===== config.mk =====
export PLATFORM = sky130hd
export DESIGN_NAME = multicycle_sequencer
export DESIGN_NICKNAME = d
export VERILOG_FILES = /design/src/rtl/riscv_ctrl_pkg.sv /design/src/rtl/mem_wait_timer.sv /design/src/rtl/multicycle_sequencer.sv
export SDC_FILE = /design/constraint.sdc
export NUM_CORES = 1
export LEC_CHECK = 0
export ABC_CLOCK_PERIOD_IN_PS = 4750
export CORE_MARGIN = 2
export CORE_UTILIZATION = 30
export DETAILED_ROUTE_END_ITERATION = 16
export HOLD_SLACK_MARGIN = 0.15
export SKIP_CTS_REPAIR_TIMING = 1
export SLEW_MARGIN = 15
export SYNTH_ARGS = -nofsm -noshare
export SYNTH_HDL_FRONTEND = slang
export SYNTH_SLANG_ARGS = --single-unit
export TNS_END_PERCENT = 20

===== constraint.sdc =====
create_clock -name clk -period 4.75 [get_ports clk]
set_input_delay 1.1875 -clock clk [delete_from_list [all_inputs] [get_ports clk]]
set_output_delay 1.1875 -clock clk [all_outputs]
set_load 0.05 [all_outputs]

===== src/rtl/riscv_ctrl_pkg.sv =====
// Shared types and helpers for the multi-cycle core control path.
package riscv_ctrl_pkg;

  typedef enum logic [2:0] {
    ST_IDLE      = 3'd0,
    ST_FETCH     = 3'd1,
    ST_DECODE    = 3'd2,
    ST_EXECUTE   = 3'd3,
    ST_MEM       = 3'd4,
    ST_WRITEBACK = 3'd5,
    ST_TRAP      = 3'd6
  } seq_state_t;

  typedef enum logic [1:0] {
    CAUSE_NONE        = 2'd0,
    CAUSE_ILLEGAL     = 2'd1,
    CAUSE_MEM_TIMEOUT = 2'd2
  } trap_cause_t;

  localparam int NUM_CLASSES = 9;

  // True when exactly one decoder class flag is set.
  function automatic logic is_one_hot(input logic [NUM_CLASSES-1:0] flags);
    logic [3:0] cnt;
    cnt = 4'd0;
    for (int k = 0; k < NUM_CLASSES; k++) begin
      cnt = cnt + {3'b000, flags[k]};
    end
    return (cnt == 4'd1);
  endfunction

endpackage


===== src/rtl/mem_wait_timer.sv =====
// Counts memory wait cycles of the current request and flags a timeout
// in the cycle where the count would reach MEM_TIMEOUT (0 disables it).
module mem_wait_timer #(
  parameter int MEM_TIMEOUT = 255
) (
  input  logic clk,
  input  logic reset,
  input  logic clear,
  input  logic enable,
  output logic timeout
);

  localparam int CNT_W  = (MEM_TIMEOUT > 1) ? $clog2(MEM_TIMEOUT + 1) : 1;
  localparam int LAST_I = (MEM_TIMEOUT > 0) ? (MEM_TIMEOUT - 1) : 0;
  localparam logic [CNT_W-1:0] LAST = CNT_W'(LAST_I);
  localparam logic TIMER_ON = (MEM_TIMEOUT > 0);

  logic [CNT_W-1:0] count_r;

  // Wait counter: cleared whenever no request is pending or one completes.
  always_ff @(posedge clk) begin
    if (reset) begin
      count_r <= '0;
    end else if (clear) begin
      count_r <= '0;
    end else if (enable && TIMER_ON && (count_r != LAST)) begin
      count_r <= count_r + {{(CNT_W-1){1'b0}}, 1'b1};
    end else begin
      count_r <= count_r;
    end
  end

  // The wait cycle that would bring the count to MEM_TIMEOUT is the timeout.
  assign timeout = TIMER_ON && enable && (count_r == LAST);

endmodule


===== src/rtl/multicycle_sequencer.sv =====
// Multi-cycle core control FSM: fetch/decode/execute/mem/writeback with
// memory handshake, illegal-class and memory-timeout traps, and instret.
module multicycle_sequencer
  import riscv_ctrl_pkg::*;
#(
  parameter int MEM_TIMEOUT = 255,
  parameter int INSTRET_W   = 32
) (
  input  logic                 clk,
  input  logic                 reset,
  input  logic                 halt,
  input  logic                 r,
  input  logic                 i,
  input  logic                 i_load,
  input  logic                 i_jalr,
  input  logic                 s,
  input  logic                 sb,
  input  logic                 u_auipc,
  input  logic                 u_lui,
  input  logic                 uj_jal,
  input  logic                 mem_ready,
  output logic                 mem_req,
  output logic                 mem_addr_sel,
  output logic                 mem_we,
  output logic                 ir_write,
  output logic                 reg_write,
  output logic                 pc_write,
  output logic [2:0]           state,
  output logic                 trap,
  output logic [1:0]           trap_cause,
  output logic [INSTRET_W-1:0] instret
);

  seq_state_t             state_r, state_nxt_s, boundary_s;
  trap_cause_t            cause_r, cause_nxt_s;
  logic [INSTRET_W-1:0]   instret_r;
  logic [NUM_CLASSES-1:0] flags_s;
  logic                   timeout_s;
  logic                   mem_req_s, mem_addr_sel_s, mem_we_s;
  logic                   ir_write_s, reg_write_s, pc_write_s;

  assign flags_s    = {r, i, i_load, i_jalr, s, sb, u_auipc, u_lui, uj_jal};
  assign boundary_s = halt ? ST_IDLE : ST_FETCH;

  mem_wait_timer #(
    .MEM_TIMEOUT (MEM_TIMEOUT)
  ) u_wait_timer (
    .clk     (clk),
    .reset   (reset),
    .clear   (~mem_req_s | mem_ready),
    .enable  (mem_req_s & ~mem_ready),
    .timeout (timeout_s)
  );

  // Next-state and strobe decode; strobes depend on the registered state,
  // with only ir_write and the MEM-state pc_write qualified by mem_ready.
  always_comb begin
    state_nxt_s    = state_r;
    cause_nxt_s    = cause_r;
    mem_req_s      = 1'b0;
    mem_addr_sel_s = 1'b0;
    mem_we_s       = 1'b0;
    ir_write_s     = 1'b0;
    reg_write_s    = 1'b0;
    pc_write_s     = 1'b0;
    case (state_r)
      ST_IDLE: begin
        if (!halt) begin
          state_nxt_s = ST_FETCH;
        end else begin
          state_nxt_s = ST_IDLE;
        end
      end
      ST_FETCH: begin
        mem_req_s = 1'b1;
        if (mem_ready) begin
          ir_write_s  = 1'b1;
          state_nxt_s = ST_DECODE;
        end else if (timeout_s) begin
          state_nxt_s = ST_TRAP;
          cause_nxt_s = CAUSE_MEM_TIMEOUT;
        end else begin
          state_nxt_s = ST_FETCH;
        end
      end
      ST_DECODE: begin
        if (is_one_hot(flags_s)) begin
          state_nxt_s = ST_EXECUTE;
        end else begin
          state_nxt_s = ST_TRAP;
          cause_nxt_s = CAUSE_ILLEGAL;
        end
      end
      ST_EXECUTE: begin
        if (i_load || s) begin
          state_nxt_s = ST_MEM;
        end else if (sb) begin
          pc_write_s  = 1'b1;
          state_nxt_s = boundary_s;
        end else begin
          state_nxt_s = ST_WRITEBACK;
        end
      end
      ST_MEM: begin
        mem_req_s      = 1'b1;
        mem_addr_sel_s = 1'b1;
        mem_we_s       = s;
        if (mem_ready) begin
          if (s) begin
            pc_write_s  = 1'b1;
            state_nxt_s = boundary_s;
          end else begin
            state_nxt_s = ST_WRITEBACK;
          end
        end else if (timeout_s) begin
          state_nxt_s = ST_TRAP;
          cause_nxt_s = CAUSE_MEM_TIMEOUT;
        end else begin
          state_nxt_s = ST_MEM;
        end
      end
      ST_WRITEBACK: begin
        reg_write_s = 1'b1;
        pc_write_s  = 1'b1;
        state_nxt_s = boundary_s;
      end
      ST_TRAP: begin
        state_nxt_s = ST_TRAP;
      end
      default: begin
        state_nxt_s = ST_IDLE;
      end
    endcase
  end

  // State, trap cause and retired-instruction counter.
  always_ff @(posedge clk) begin
    if (reset) begin
      state_r   <= ST_IDLE;
      cause_r   <= CAUSE_NONE;
      instret_r <= '0;
    end else begin
      state_r <= state_nxt_s;
      cause_r <= cause_nxt_s;
      if (pc_write_s) begin
        instret_r <= instret_r + {{(INSTRET_W-1){1'b0}}, 1'b1};
      end else begin
        instret_r <= instret_r;
      end
    end
  end

  assign mem_req      = mem_req_s;
  assign mem_addr_sel = mem_addr_sel_s;
  assign mem_we       = mem_we_s;
  assign ir_write     = ir_write_s;
  assign reg_write    = reg_write_s;
  assign pc_write     = pc_write_s;
  assign state        = state_r;
  assign trap         = (state_r == ST_TRAP);
  assign trap_cause   = cause_r;
  assign instret      = instret_r;

endmodule


# Yosys cells after proc, flatten, opt, wreduce, memory -nomap -nowiden
# Index checks and enable logic that the tools add are counted.
# word_totals
reg_bits	45
# classes
addsub	10
eq_ne	12
mux	25
bitwise	4
n_reduce_logical	9
# ops
op	count
adder 32 x 1 -> 32 bit (second input constant)	1
two-way mux 3 bit	7
adder 4 x 1 -> 4 bit	5
case mux 3 bit (6 select lines)	1
two-way mux 1 bit	11
equality test 3 bit (second input constant)	3
adder 8 x 1 -> 8 bit (second input constant)	1
equality test 8 bit (second input constant)	1
two-way mux 2 bit	4
inequality test 8 bit (second input constant)	1
equality test 3 x 2 -> 1 bit (second input constant)	2
OR reduction 2 bit	3
adder 3 x 1 -> 4 bit	1
equality test 4 x 1 -> 1 bit (second input constant)	1
inequality test 2 bit (second input constant)	2
case mux 2 bit (2 select lines)	1
AND reduction 4 bit	1
adder 2 x 1 -> 3 bit	1
equality test 3 x 1 -> 1 bit (second input constant)	1
logical NOT 3 bit	1
case mux 1 bit (3 select lines)	1
adder 1 x 1 -> 2 bit	1
logical AND 1 bit	2
inequality test 2 x 1 -> 1 bit (second input constant)	1
other kinds (5)	6

# Longest topological paths before layout
# Gate-level depths: netlist of the first run.
# logic_depth
ltp_word	11
depth_mapped	12

# Hierarchy
# A second synthesis of the first run with hierarchy kept.
# unflattened
cells_unflattened	308
area_unflattened_um2	2565.0
# by_module_without_submodules
mod	n_inst	cells_per_inst	area_per_inst_um2
multicycle_sequencer	1	256	2118.3
mem_wait_timer	1	52	446.7

# Least setup slack after synthesis of the first run
# No wires, ideal clock.
# synth_timing
path_type	input to register
startpoint	input port i
endpoint	register state_r[0], in the netlist state[0]
t_arrival_ns	4.113
required_ns	4.669
slack_ns	0.557
cell_stages	12
n_path_buf	0
path_cell_list	inv_1 -> fa_1 -> fa_1 -> fa_1 -> inv_1 -> fa_1 -> inv_1 -> fa_1 -> a211oi_1 -> mux2i_1 -> or3_1 -> a41oi_1
# synth_via
elab_chain_len	5
# synth_lines
item	line_no	source
from (decl)	multicycle_sequencer.sv:13	input logic i,
adder 4 x 1 -> 4 bit (2 in a row)	riscv_ctrl_pkg.sv:27	cnt = cnt + {3'b000, flags[k]};
equality test 4 x 1 -> 1 bit	riscv_ctrl_pkg.sv:29	return (cnt == 4'd1);
two-way mux 3 bit	multicycle_sequencer.sv:87	if (is_one_hot(flags_s)) begin
case mux 3 bit (6 select lines)	multicycle_sequencer.sv:66	case (state_r)
to (signal assigned)	multicycle_sequencer.sv:143	state_r <= state_nxt_s;
to (decl)	multicycle_sequencer.sv:34	seq_state_t state_r, state_nxt_s, boundary_s;
# No other way between the ends.
# A chain may end at the register's enable or synchronous reset.

# Worst setup path after layout of the first run
# Ends and elaborated chain as after synthesis.

==> metrics.csv, run 1 <==
metric,value,unit
status,completed,
max cap viols,0,
PortBufs,56,
Placer Congestion,0.7371,
Syn Std Cell Area,2800,um2
WS Path Type,input pin to flip-flop,
syn avg cell area,8.833,um2
Critical Path AT,4790,ps
Routed wire per std cell,14.32,um
CTS H-tree depth,2,
Initial Utilization,30.59,%
TritonCTS clock tree,built,
pwr dens,234.1,nW/um2
slew margin rel.,58.51,%
Final Cell Area,3496,um2
hold depth,2,
Area contributors post-synth,"dfxtp_1 (32%), mux2_2 (4.0%), fa_1 (3.6%)",
Synth cell types,60,
Root Buffer,clkbuf_8,
die width,100.6,um
RSZ-0062 raised after global routing,no,
Iteration-0 DRC Markers,81,
mean number of vias per cell,5.226,
worst-margin pin slew,620.6,ps
number of global-route vias before repair,2215,
element type at the critical path start,input pin,
share of cells above drive strength 1,12.57,%
Synth top area share,32.17,%
total wire length,6831,um
chip height,100.6,um
Post-synth EDFFs,0,
via count,2493,
worst reg2reg startpoint,state[0],
area grow syn2layout,24.84,%
number of remaining DRC errors,0,
period utilisation layout,96.30,%
R2R setup slack,2570,ps
"Clk pin slew, worst setup/hold paths",80,ps
max-slew violations,0,
Syn Nets,340,
Pre-antenna DRT Iters,4,
first-pass GRT wire length,11010,um
setup TNS,0,ps
Syn Inst Count,317,
"Req. time, crit path",4960,ps
"Clk Latency, worst-skew pair",300,ps
worst hold path startpoint,trap_cause[0],
fmax,0.2186,GHz
post-route minimum period,4574,ps
final setup vio count,0,
Worst Hold Class,flip-flop to flip-flop,
Clock Path Buffers,2,
initial antenna violation count,0,
register area share after synthesis,32.17,%
leading area contributor after synthesis,dfxtp_1,
fin nets,388,
placed inst area,3413,um2
Final ANT Viol Nets,0,
R2R depth,5,
# IOs,57,
LEAKAGE,1.238,nW
WHS Endpoint,trap_cause[0],
Crit. End Element,flip-flop,
CTS Sinks,45,
Power Total,818.5,uW
Util after Layout,38.20,%
Yosys reg bits,45,
YS warnings,0,
Detail Placement HPWL,5028,um
Total GRT Usage,13.57,%
core footprint,9153,um2
largest net degree at the start of global routing,53,
total gr overflow,0,
top_reg_cell synth,dfxtp_1,
R2R Path End,instret[15],
die area,10120,um2
crit path max fanout,3,
row cnt,35,
# fillers,912,
asr flop ratio synth,0,%
Setup Skew,10.16,ps
Final Hold Viols,0,
# diodes,0,
Max VDD drop,0.0001359,V
Num CTS Buffers,5,
## cell type report
cell class	count	area (um2)	area share, %
multi-input cells	233	1714	49.03
flip-flops and latches	45	900.9	25.77
repair buffers	59	580.6	16.61
well taps	111	138.9	3.973
inverters	21	78.83	2.255
clock buffers	6	72.57	2.076
clock inverters	2	10.01	0.2863
## Yosys cell counts (2+ instances only)
library cell,count
dfxtp_1,45
nor2_1,25
inv_1,21
nand2_1,18
a21oi_1,16
nor2b_1,15
nand3_1,12
o31ai_1,11
mux2_2,10
or4_1,9
clkbuf_1,8
or2_2,8
nand4_1,7
o41ai_1,7
or3_1,7
o311ai_0,6
a211oi_1,5
and4_1,5
buf_2,5
fa_1,5
ha_1,5
nor4_2,5
o21ai_0,5
and2_1,4
nor3_1,4
nor3b_1,3
nor4_1,3
xor2_1,3
a21o_1,2
buf_4,2
buf_6,2
mux2_1,2
mux2i_1,2
nor4bb_1,2
or4_4,2
xnor2_1,2
## through the flow
stage | hold WS [ps] | instances | worst slack, ps
floorplan | 460.5 | 317 | 556.7
global placement | 451.6 | 469 | 13.16
detailed placement | 456.0 | 469 | -127.4
CTS | 471.2 | 477 | 194.3
global route | 512.9 | 477 | 5.660
finish | 469.2 | 477 | 175.9
## kinds of logic (layout without fill, tap and decap cells)
| kind of cell | Yosys count | after routing | synth area share (%) |
|---|---|---|---|
| AOI/OAI and AO/OA | 62 | 62 | 15.73 |
| DFF | 45 | 45 | 32.17 |
| xor gates and xnor gates | 5 | 5 | 1.564 |
| and+or+nand+nor | 142 | 142 | 32.57 |
| muxes | 14 | 14 | 5.541 |
| buffers and inverters | 39 | 88 | 6.613 |
| adders and majority gates | 10 | 10 | 5.809 |
## flip-flops by register name, summed over array words and instances, names as in the netlist
signal and flops:
instret 32, u_wait_timer.count_r 8, state 3, trap_cause 2
## critical path, stage by stage
cell and delay [ps]:
clkdlybuf4s50_1 460, inv_1 60, fa_1 550, fa_1 430, fa_1 450, inv_1 80
fa_1 190, inv_1 60, fa_1 380, a211oi_1 220, mux2i_1 140, or3_1 390
a41oi_1 190
## report_power, final
part           total (mW)  leakage (nW)  switching [mW]  internal (mW)
combinational       0.186         0.830           0.115         0.0709
clock               0.235        0.0450           0.133          0.102
sequential          0.398         0.363          0.0138          0.384
total               0.818          1.24           0.262          0.557
## layer usage
metal  track usage (%)  part of all wire (%)  up-vias
met5                 0                     0        -
met4             3.477                   1.1        0
met3             2.774                   3.7        6
met2             22.05                    48       43
met1             18.36                    47     1186
li1                  -                     -     1258
## placed cells by master (no fill, tap or decap), drive strengths merged, types with 2 or more instances in the layout
| cell type | instances |
|---|---|
| mux2i | 2 |
| nor3 | 4 |
| o311ai | 6 |
| dfxtp | 45 |
| nor4b | 2 |
| and2b | 2 |
| clkinv | 2 |
| nor3b | 3 |
| o21ai | 5 |
| nand4 | 9 |
| clkdlybuf4s50 | 55 |
| nor2 | 25 |
| or3 | 8 |
| o31ai | 11 |
| mux2 | 12 |
| nand2 | 18 |
| and2 | 4 |
| ha | 5 |
| or4 | 11 |
| and3 | 2 |
| a32oi | 2 |
| nor2b | 15 |
| o41ai | 7 |
| a21oi | 16 |
| nor4bb | 2 |
| nand3 | 12 |
| clkbuf | 6 |
| xnor2 | 2 |
| xor2 | 3 |
| or2 | 8 |
| inv | 21 |
| fa | 5 |
| nor4 | 9 |
| a211oi | 5 |
| buf | 4 |
| a21o | 2 |
| and4 | 5 |
## worst max path at each step
stage / startpoint / endpoint / slack (ps)
after floorplan: i / state[0] / 560
after global placement: i / state[0] / 10
after detailed placement: i / state[0] / -130
after CTS: i / state[0] / 190
after global routing: i / state[0] / 6
final: i / state[0] / 180
Note: power is estimated with default switching activity, not from simulation.
==> run 2: changes to the inputs <==
--- a/config.mk
+++ b/config.mk
@@ -7,9 +7,10 @@
 export LEC_CHECK = 0
 export ABC_CLOCK_PERIOD_IN_PS = 4750
 export CORE_MARGIN = 2
-export CORE_UTILIZATION = 30
+export CORE_UTILIZATION = 51
 export DETAILED_ROUTE_END_ITERATION = 16
 export HOLD_SLACK_MARGIN = 0.15
+export PLACE_DENSITY = 0.79
 export SKIP_CTS_REPAIR_TIMING = 1
 export SLEW_MARGIN = 15
 export SYNTH_ARGS = -nofsm -noshare
==> run 2 against run 1 <==
Against the previous run:
- cell count fell by 8.6%
- critical path type unchanged
- design area shrank 1.3%
- wire length decreased by 9.4%
- clock skew shrank 2.2 ps
- global-route usage is 7.0 points higher
- worst hold slack improved by 5.9 ps
- non-clock buffer count increased by 2
- flip-flop and latch count unchanged
- combinational power grew 2%
- critical path depth unchanged
- die area shrank 40%
- critical endpoint unchanged
- largest power group unchanged
==> metrics.csv, run 2 (synthesis gave the netlist of run 1 again) <==
metric,value,unit,change
# fillers,437,,-52%
slowest CP cell,fa_1,,
slew margin rel.,60.12,%,+1.6 points
period utilisation layout,96.91,%,+0.62 points
LEAKAGE,1.242,nW,+0.36%
fin cells,436,,-8.6%
sequential share of power,49.3,%,+0.7 points
row cnt,26,,-26%
Max VDD drop,0.0001685,V,+24%
chip height,78.10,um,-22%
"commonest cells after routing, fill and taps aside","clkdlybuf4s50_1 (55), dfxtp_1 (45), nor2_1 (25), inv_1 (21), nand2_1 (18)",,
Routed wire per std cell,14.20,um,-0.85%
total wire length,6191,um,-9.4%
via count,2517,,+0.96%
Placer Congestion,0.8802,,+19%
fin nets,390,,+0.52%
clock share of power,27.2,%,-1.5 points
max cap viols,0,,unchanged
"commonest non-fill, non-tap cell in the layout",clkdlybuf4s50_1,,
number of remaining DRC errors,0,,unchanged
Root Buffer,clkbuf_8,,
worst-margin pin slew,596.5,ps,-24.02 ps
# IOs,57,,unchanged
switching component of the power,252.6,uW,-3.4%
setup TNS,0,ps,unchanged
CTS H-tree depth,2,,unchanged
CP Cell Sequence,clkdlybuf4s50_1 > inv_1 > fa_1 > fa_1 > fa_1 > inv_1 > fa_1 > inv_1 > fa_1 > a211oi_1 > mux2i_1 > or3_1 > a41oi_1,,
Final Cell Area,3451,um2,-1.3%
element type at the critical path start,input pin,,
P_int,555.7,uW,-0.22%
Crit. End Element,flip-flop,,
die width,78.10,um,-22%
die area,6100,um2,-40%
share of cells above drive strength 1,12.84,%,+0.27 points
TritonCTS clock tree,built,,
Pre-antenna DRT Iters,4,,unchanged
max reg flops,32,,unchanged
"Clk pin slew, worst setup/hold paths",70,ps,about the same
Cells after DPL,429,,-8.5%
post-route minimum period,4603,ps,+29.31 ps
# diodes,0,,unchanged
Worst Hold Slack,475.1,ps,+5.949 ps
initial antenna violation count,0,,unchanged
Clock Path Buffers,2,,unchanged
first-pass GRT wire length,10250,um,-6.9%
PortBufs,56,,unchanged
Num CTS Buffers,5,,unchanged
combinational share of power,23.5,%,+0.8 points
"Req. time, crit path",4960,ps,about the same
"Top cell by count, worst path",fa_1,,
placed inst area,3369,um2,-1.3%
Final Hold Viols,0,,unchanged
largest net degree at the start of global routing,30,,-43%
WS Path Type,input pin to flip-flop,,
Final ANT Viol Nets,0,,unchanged
Initial Utilization,53.80,%,+23 points
Critical Path AT,4820,ps,+30 ps
Iteration-0 DRC Markers,125,,+54%
Setup Skew,7.962,ps,-2.202 ps
area grow syn2layout,23.24,%,
Power Total,808.3,uW,-1.2%
mean number of vias per cell,5.773,,+10%
number of global-route vias before repair,2219,,+0.18%
CP peak stage delay,560,ps,about the same
total gr overflow,0,,unchanged
Net Sw Frac,31.25,%,-0.71 points
"Clk Latency, worst-skew pair",300,ps,about the same
status,completed,,
fmax,0.2172,GHz,-0.64%
pwr dens,234.2,nW/um2,about the same
Detail Placement HPWL,4441,um,-12%
core footprint,5205,um2,-43%
CTS Sinks,45,,unchanged
crit path max fanout,3,,unchanged
final setup vio count,0,,unchanged
Total GRT Usage,20.52,%,+7.0 points
max-slew violations,0,,unchanged
Worst Hold Class,flip-flop to flip-flop,,
## run 2: cell count changes in the layout (fill, tap and decap cells not counted), sizes merged
cell    before  now
clkbuf       6    5
clkinv       2    1
buf          4    6
## run 2: worst max-delay path, delay by kind of cell
kind                       cells  cell delay [ps]
AOI/OAI and AO/OA              2              410
buffers and inverters          4              640
adders and majority gates      5             2010
muxes                          1              170
and+or+nand+nor                1              390
## run 2: routing by layer
layer,global-route usage [%],wire length (um),vias to the layer above
li1,-,-,1262
met2,34.83,2939,65
met4,6.140,55,0
met3,4.253,287,6
met1,26.30,2909,1184
met5,0,0,-
## run 2: final timing paths
kind	end	from	slack, ps	cells after the start
setup / recovery	state[0]	i	150	13
hold / removal	trap_cause[0]	trap_cause[0]	480	2
setup reg to reg	instret[15]	state[0]	2600	5
hold reg to reg	trap_cause[0]	trap_cause[0]	480	2
## run 2: per-stage QoR
stage | util [%] | setup slack, ps
after CTS | 66.15 | 202.0
final | 66.30 | 146.5
after detailed placement | 64.74 | -127.9
after global placement | 64.74 | 34.72
after global routing | 66.30 | -25.96
after floorplan | - | 556.7
## run 2: area by class of cell
class                      instances  area (um2)  share of cell area, %
clock inverter                     1       5.005                 0.1450
clock buffer                       5       68.82                  1.994
sequential                        45       900.9                  26.11
timing repair buffer              61       595.6                  17.26
tap                               70       87.58                  2.538
inverter                          21       78.83                  2.284
multi-input combinational        233        1714                  49.67
## run 2: power by group through the flow
stage          registers [mW]  logic, mW  clock network (mW)
3_5_place_dp            0.407      0.183                   0
2_1_floorplan           0.420      0.114                   0
3_3_place_gp            0.407      0.176                   0
4_1_cts                 0.398      0.184               0.228
6_report                0.399      0.190               0.220
5_1_grt                 0.401      0.207               0.245
